File: config.mk
export PLATFORM = sky130hd
export DESIGN_NAME = conv_mac_seq
export DESIGN_NICKNAME = d
export VERILOG_FILES = /design/src/rtl/conv_pkg.sv /design/src/rtl/conv_mac_seq.sv
export SDC_FILE = /design/constraint.sdc
export NUM_CORES = 2
export LEC_CHECK = 0
export ABC_AREA = 1
export CELL_PAD_IN_SITES_DETAIL_PLACEMENT = 0
export CELL_PAD_IN_SITES_GLOBAL_PLACEMENT = 1
export CORE_AREA = 3 3 220 438
export DETAILED_ROUTE_END_ITERATION = 8
export DIE_AREA = 0 0 223 441
export GPL_TIMING_DRIVEN = 0
export PLACE_DENSITY = 0.83
export SLEW_MARGIN = 20
export SYNTH_ARGS = -nofsm -noshare
export SYNTH_HDL_FRONTEND = slang
export SYNTH_SLANG_ARGS = --single-unit
File: constraint.sdc
create_clock -name clk -period 63.3 [get_ports clk]
set_clock_uncertainty 0.1 [all_clocks]
set_input_delay 18.99 -clock clk [delete_from_list [all_inputs] [get_ports clk]]
set_output_delay 18.99 -clock clk [all_outputs]
set_load 0.005 [all_outputs]
File: src/rtl/conv_pkg.sv
// Shared types and width helpers for the convolution datapath blocks.
package conv_pkg;

  typedef enum logic [1:0] {
    IDLE  = 2'd0,
    ISSUE = 2'd1,
    WAIT  = 2'd2,
    DONE  = 2'd3
  } mac_state_t;

  // Accumulator width that can hold the sum of `taps` full-width products without overflow.
  function automatic int acc_len(input int len, input int taps);
    return 2 * len + $clog2(taps);
  endfunction

endpackage

File: src/rtl/conv_mac_seq.sv
// Sequences one convolution output point through a shared shift-add multiplier,
// one tap at a time, and hands the accumulated dot product downstream.
module conv_mac_seq
  import conv_pkg::*;
#(
  parameter int LEN         = 32,
  parameter int KERNEL_SIZE = 9,
  parameter int ACC_LEN     = acc_len(LEN, KERNEL_SIZE)
) (
  input  logic                        clk,
  input  logic                        rst,
  input  logic                        in_valid,
  output logic                        in_ready,
  input  logic [LEN*KERNEL_SIZE-1:0]  in_data,
  input  logic [LEN*KERNEL_SIZE-1:0]  in_kernel,
  output logic [LEN-1:0]              mul_a,
  output logic [LEN-1:0]              mul_b,
  output logic                        mul_start,
  input  logic [2*LEN-1:0]            mul_product,
  input  logic                        mul_finish,
  output logic                        out_valid,
  input  logic                        out_ready,
  output logic [ACC_LEN-1:0]          out_sum,
  output logic                        busy
);

  localparam int VW = LEN * KERNEL_SIZE;
  localparam int CW = (KERNEL_SIZE > 1) ? $clog2(KERNEL_SIZE) : 1;
  localparam logic [CW-1:0] LAST_TAP = CW'(KERNEL_SIZE - 1);

  mac_state_t         state_q, state_d;
  logic [CW-1:0]      tap_cnt_q, tap_cnt_d;
  logic [VW-1:0]      data_q, data_d;
  logic [VW-1:0]      kernel_q, kernel_d;
  logic [ACC_LEN-1:0] acc_q, acc_d;
  logic [ACC_LEN-1:0] out_sum_q, out_sum_d;
  logic [LEN-1:0]     mul_a_q, mul_a_d;
  logic [LEN-1:0]     mul_b_q, mul_b_d;
  logic               in_ready_q, in_ready_d;
  logic               mul_start_q, mul_start_d;
  logic               out_valid_q, out_valid_d;
  logic               busy_q, busy_d;

  logic [CW-1:0]      tap_nxt;
  logic [ACC_LEN-1:0] acc_sum;

  assign tap_nxt = tap_cnt_q + CW'(1);
  assign acc_sum = acc_q + ACC_LEN'(mul_product);

  // Next-state, datapath and output decode; outputs are computed from state_d so they come straight off flops.
  always_comb begin
    state_d   = state_q;
    tap_cnt_d = tap_cnt_q;
    data_d    = data_q;
    kernel_d  = kernel_q;
    acc_d     = acc_q;
    out_sum_d = out_sum_q;
    mul_a_d   = mul_a_q;
    mul_b_d   = mul_b_q;

    case (state_q)
      IDLE: begin
        if (in_valid && in_ready_q) begin
          data_d    = in_data;
          kernel_d  = in_kernel;
          acc_d     = '0;
          tap_cnt_d = '0;
          mul_a_d   = in_data[LEN-1:0];
          mul_b_d   = in_kernel[LEN-1:0];
          state_d   = ISSUE;
        end else begin
          state_d = IDLE;
        end
      end
      ISSUE: begin
        state_d = WAIT;
      end
      WAIT: begin
        // The product is only valid during the finish pulse, so it is folded in on that exact cycle.
        if (mul_finish) begin
          acc_d = acc_sum;
          if (tap_cnt_q == LAST_TAP) begin
            out_sum_d = acc_sum;
            state_d   = DONE;
          end else begin
            tap_cnt_d = tap_nxt;
            mul_a_d   = data_q[int'(tap_nxt) * LEN +: LEN];
            mul_b_d   = kernel_q[int'(tap_nxt) * LEN +: LEN];
            state_d   = ISSUE;
          end
        end else begin
          state_d = WAIT;
        end
      end
      DONE: begin
        if (out_ready) begin
          state_d = IDLE;
        end else begin
          state_d = DONE;
        end
      end
      default: begin
        state_d = IDLE;
      end
    endcase

    in_ready_d  = (state_d == IDLE);
    mul_start_d = (state_d == ISSUE);
    out_valid_d = (state_d == DONE);
    busy_d      = (state_d != IDLE);
  end

  // State, datapath and output registers.
  always_ff @(posedge clk or posedge rst) begin
    if (rst) begin
      state_q     <= IDLE;
      tap_cnt_q   <= '0;
      data_q      <= '0;
      kernel_q    <= '0;
      acc_q       <= '0;
      out_sum_q   <= '0;
      mul_a_q     <= '0;
      mul_b_q     <= '0;
      in_ready_q  <= 1'b1;
      mul_start_q <= 1'b0;
      out_valid_q <= 1'b0;
      busy_q      <= 1'b0;
    end else begin
      state_q     <= state_d;
      tap_cnt_q   <= tap_cnt_d;
      data_q      <= data_d;
      kernel_q    <= kernel_d;
      acc_q       <= acc_d;
      out_sum_q   <= out_sum_d;
      mul_a_q     <= mul_a_d;
      mul_b_q     <= mul_b_d;
      in_ready_q  <= in_ready_d;
      mul_start_q <= mul_start_d;
      out_valid_q <= out_valid_d;
      busy_q      <= busy_d;
    end
  end

  assign in_ready  = in_ready_q;
  assign mul_start = mul_start_q;
  assign mul_a     = mul_a_q;
  assign mul_b     = mul_b_q;
  assign out_valid = out_valid_q;
  assign out_sum   = out_sum_q;
  assign busy      = busy_q;

endmodule

==> impl_metrics.env <==
export IMPL_synth_area_leader_cell="dfrtp_1"
export IMPL_r2r_cells=11
export IMPL_die_h_um=441
export IMPL_place_detailed_hpwl_um=161200
export IMPL_p_leak_nw=24.14
export IMPL_crit_chain="clkdlybuf4s50_1, ha_1, inv_1, fa_1, inv_1, nand3_1, nand3_1, nand2_1, nand2_1, nand2_1, nand2_1, nand3_1, nand4_1, nand2_1, nand2_1, nand2_1"
export IMPL_num_io_pins=781
export IMPL_cp_max_fo=4
export IMPL_post_route_period_util_pct=34.35
export IMPL_synth_edff_count=0
export IMPL_multi_input_area_um2=17700
export IMPL_grt_overflow_total=0
export IMPL_via_per_inst=5.465
export IMPL_crit_family="simple AND/OR/NAND/NOR gates"
export IMPL_io_buffers=780
export IMPL_slew_headroom_pct=22.66
export IMPL_rr_endpoint="out_sum[66]$_DFFE_PP0P_"
export IMPL_grt_use_met1_pct=35.34
export IMPL_hold_start="out_sum[0]$_DFFE_PP0P_"
export IMPL_period_needed_ns=21.74
export IMPL_use_met2_pct=69.40
export IMPL_cts_clk_slew_worst_paths_ns=0.06
export IMPL_synthCells=4544
export IMPL_cp_data_arrival_time_ns=22.21
export IMPL_worst_pin_slew_ns=1.160
export IMPL_antenna_found_initial=102
export IMPL_clock_sinks=786
export IMPL_fmax_mhz=46.00
export IMPL_stdcell_area_um2=52440
export IMPL_holdBufCountCts=0
export IMPL_worst_path_buf_inv=3
export IMPL_regArea_um2=19670
export IMPL_cts_root_buf="clkbuf_16"
export IMPL_r2r_start="tap_cnt_q[0]$_DFFE_PP0P_"
export IMPL_postCtsSetupRepairBufs=0
export IMPL_grt_pass1_vias=38330
export IMPL_status="completed"
export IMPL_rows=159
export IMPL_maxCapViolations=0
export IMPL_syn_nets=5256
export IMPL_first_pass_iters=8
export IMPL_rsz0062_at_grt="false"
export IMPL_die_area_um2=98340
export IMPL_yosysWarnings=0
export IMPL_cts_htree_levels=3
export IMPL_crit_top_cell="nand2_1"
export IMPL_hold_class="reg -> reg"
export IMPL_critPathMaxStageDelay_ns=0.55
export IMPL_syn_area_um2=40090
export IMPL_synth_cell_types=43
export IMPL_place_congestion=1.015
export IMPL_hold_violations=0
export IMPL_yosysSeqAreaShare_pct=49.07
export IMPL_yosys_top_cells_area="dfrtp_1 49%, mux2_2 12%, nand2_1 9.1%"
export IMPL_cp_end_kind="flop"
export IMPL_final_layout_size_suffix_gt1_share_pct=13.44
export IMPL_post_drt_wl_per_cell_um=28.76
export IMPL_crit_path_start="mul_product[0]"
export IMPL_grt_pass1_wl_um=268200
export IMPL_syn_area_per_cell_um2=8.822
export IMPL_fin_util_pct=55.96
export IMPL_area_growth_pct=30.80
export IMPL_ir_worst_vdd_v=0.00003054
export IMPL_place_ws_ns=40.96
export IMPL_slew_violations=0
export IMPL_ys_seq_elements=786
export IMPL_postPlaceCellArea_um2=49650
export IMPL_cts_buffers=76
export IMPL_postRouteAntennaNets=0
export IMPL_p_total_mw=2.667
export IMPL_async_flop_share_pct=100.0
export IMPL_synth_top_area_share_pct=49.00
export IMPL_use_met3_pct=11.09
export IMPL_top_usage_layer="met2"
export IMPL_gr_usage_all_layers_pct=38.56
export IMPL_critPathRequiredTime_ns=63.76
export IMPL_vias=36880
export IMPL_yosysMostFrequentCell="nand2_1"
export IMPL_insertion_delay_ns=0.70
export IMPL_cts_tree="done"
export IMPL_worstHoldPathCells=2
export IMPL_p_per_area_nw_per_um2=50.86
export IMPL_tns_ns=0
export IMPL_ys_top_cells_by_count="968 x nand2_1, 785 x dfrtp_1, 417 x inv_1, 416 x mux2_2, 403 x nor2_1"
export IMPL_synth_ff_type="dfrtp_1"
export IMPL_cts_max_path_buffers=3
export IMPL_wirelength_um=194100
export IMPL_nFillCells=8788
export IMPL_worst_setup_path_type="in -> reg"
export IMPL_ctsResizeCount=0
export IMPL_final_setup_viol_count=0
export IMPL_slowest_stage="nand3_1"
export IMPL_fin_nets=6123
export IMPL_drc=0
export IMPL_dr_first_iter_drc_count=2566
export IMPL_holdPathEnd="out_sum[0]$_DFFE_PP0P_"
export IMPL_die_w_um=223
export IMPL_grt_max_degree=106
export IMPL_rrSetupSlack_ns=58.53
export IMPL_fp_coreArea_um2=93700
export IMPL_initial_core_util_pct=42.78
export IMPL_finalWorstSetupSlack_ns=41.56
export IMPL_cp_start_kind="input port"
flip-flops by register name (all words and copies together), names as in the netlist:
signal / count
state_q: 2
tap_cnt_q: 4
mul_start: 1
out_sum: 68
data_q: 288
mul_b: 32
mul_a: 32
kernel_q: 288
acc_q: 68
out_valid: 1
busy: 1
in_ready: 1
cell type report:
| cell class | instances | share of cell area [%] |
|---|---|---|
| sequential | 786 | 37.51 |
| multi-input combinational | 3086 | 33.76 |
| timing repair buffer | 789 | 15.34 |
| clock buffer | 104 | 4.231 |
| inverter | 425 | 3.066 |
| tap | 1207 | 2.880 |
| buffer | 247 | 2.131 |
| clock inverter | 30 | 0.7302 |
| antenna | 74 | 0.3531 |
metrics by stage:
step           hold slack (ns)  instances
2_1_floorplan           0.3479       4544
6_report                0.3743       6748
5_1_grt                 0.3992       6707
4_1_cts                 0.3797       6674
3_3_place_gp            0.3601       6531
3_5_place_dp            0.3636       6540
worst max path at each step:
stage               cells past startpoint                 endpoint  slack [ns]
floorplan                               1     acc_q[0]$_DFFE_PP0P_       22.14
global placement                        2  data_q[166]$_DFFE_PP0P_       12.26
detailed placement                      6   data_q[95]$_DFFE_PP0P_       40.96
CTS                                     6   data_q[95]$_DFFE_PP0P_       41.69
global route                           14  out_sum[48]$_DFFE_PP0P_       41.38
finish                                 16    acc_q[48]$_DFFE_PP0P_       41.56
power by group:
part	switching (mW)	total, mW	internal [mW]
Sequential	0.124	0.860	0.737
Combinational	0.817	1.31	0.496
Clock	0.218	0.493	0.275
worst reg2reg max path, stage by stage (launching register included):
cell and delay, ns:
dfrtp_1 0.39, buf_6 0.17, buf_8 0.17, inv_4 0.09
buf_2 0.27, clkbuf_1 0.49, ha_1 0.26, nand3_1 0.53
nor2_2 1.04, clkbuf_1 0.70, nand3_1 0.37, nand2_1 0.13
per-layer routing:
metal  part of all wire (%)  vias to the layer above  routed length [µm]
met4                     10                       68               19590
li1                       -                    16860                   -
met1                     31                    17830               60080
met3                    7.5                      622               14560
met2                     51                     1502               99400
met5                   0.23                        -                 456
cells by family after synthesis:
logic type	after synthesis	synth area share, %
AOI/OAI and AO/OA	904	12.67
and+or+nand+nor	1663	16.89
xor gates and xnor gates	36	0.8052
DFF	786	49.07
buffers and inverters	672	6.776
adders and majority gates	67	2.110
muxes	416	11.69
layout by cell type (no fill, tap or decap), types with 15 or more instances in the layout:
cell type,instances
ha_1,66
o21ai_0,386
o221ai_1,32
inv_1,416
diode_2,74
xor2_1,30
o211ai_1,160
clkdlybuf4s50_1,780
clkinv_2,15
nand3_1,196
dfrtp_1,785
buf_2,94
clkbuf_1,128
a21oi_1,309
nand2_1,968
clkbuf_16,77
nor2_1,403
nand2_2,61
buf_1,22
mux2_2,416
clkbuf_8,19
(Power assumes the default switching activity.)
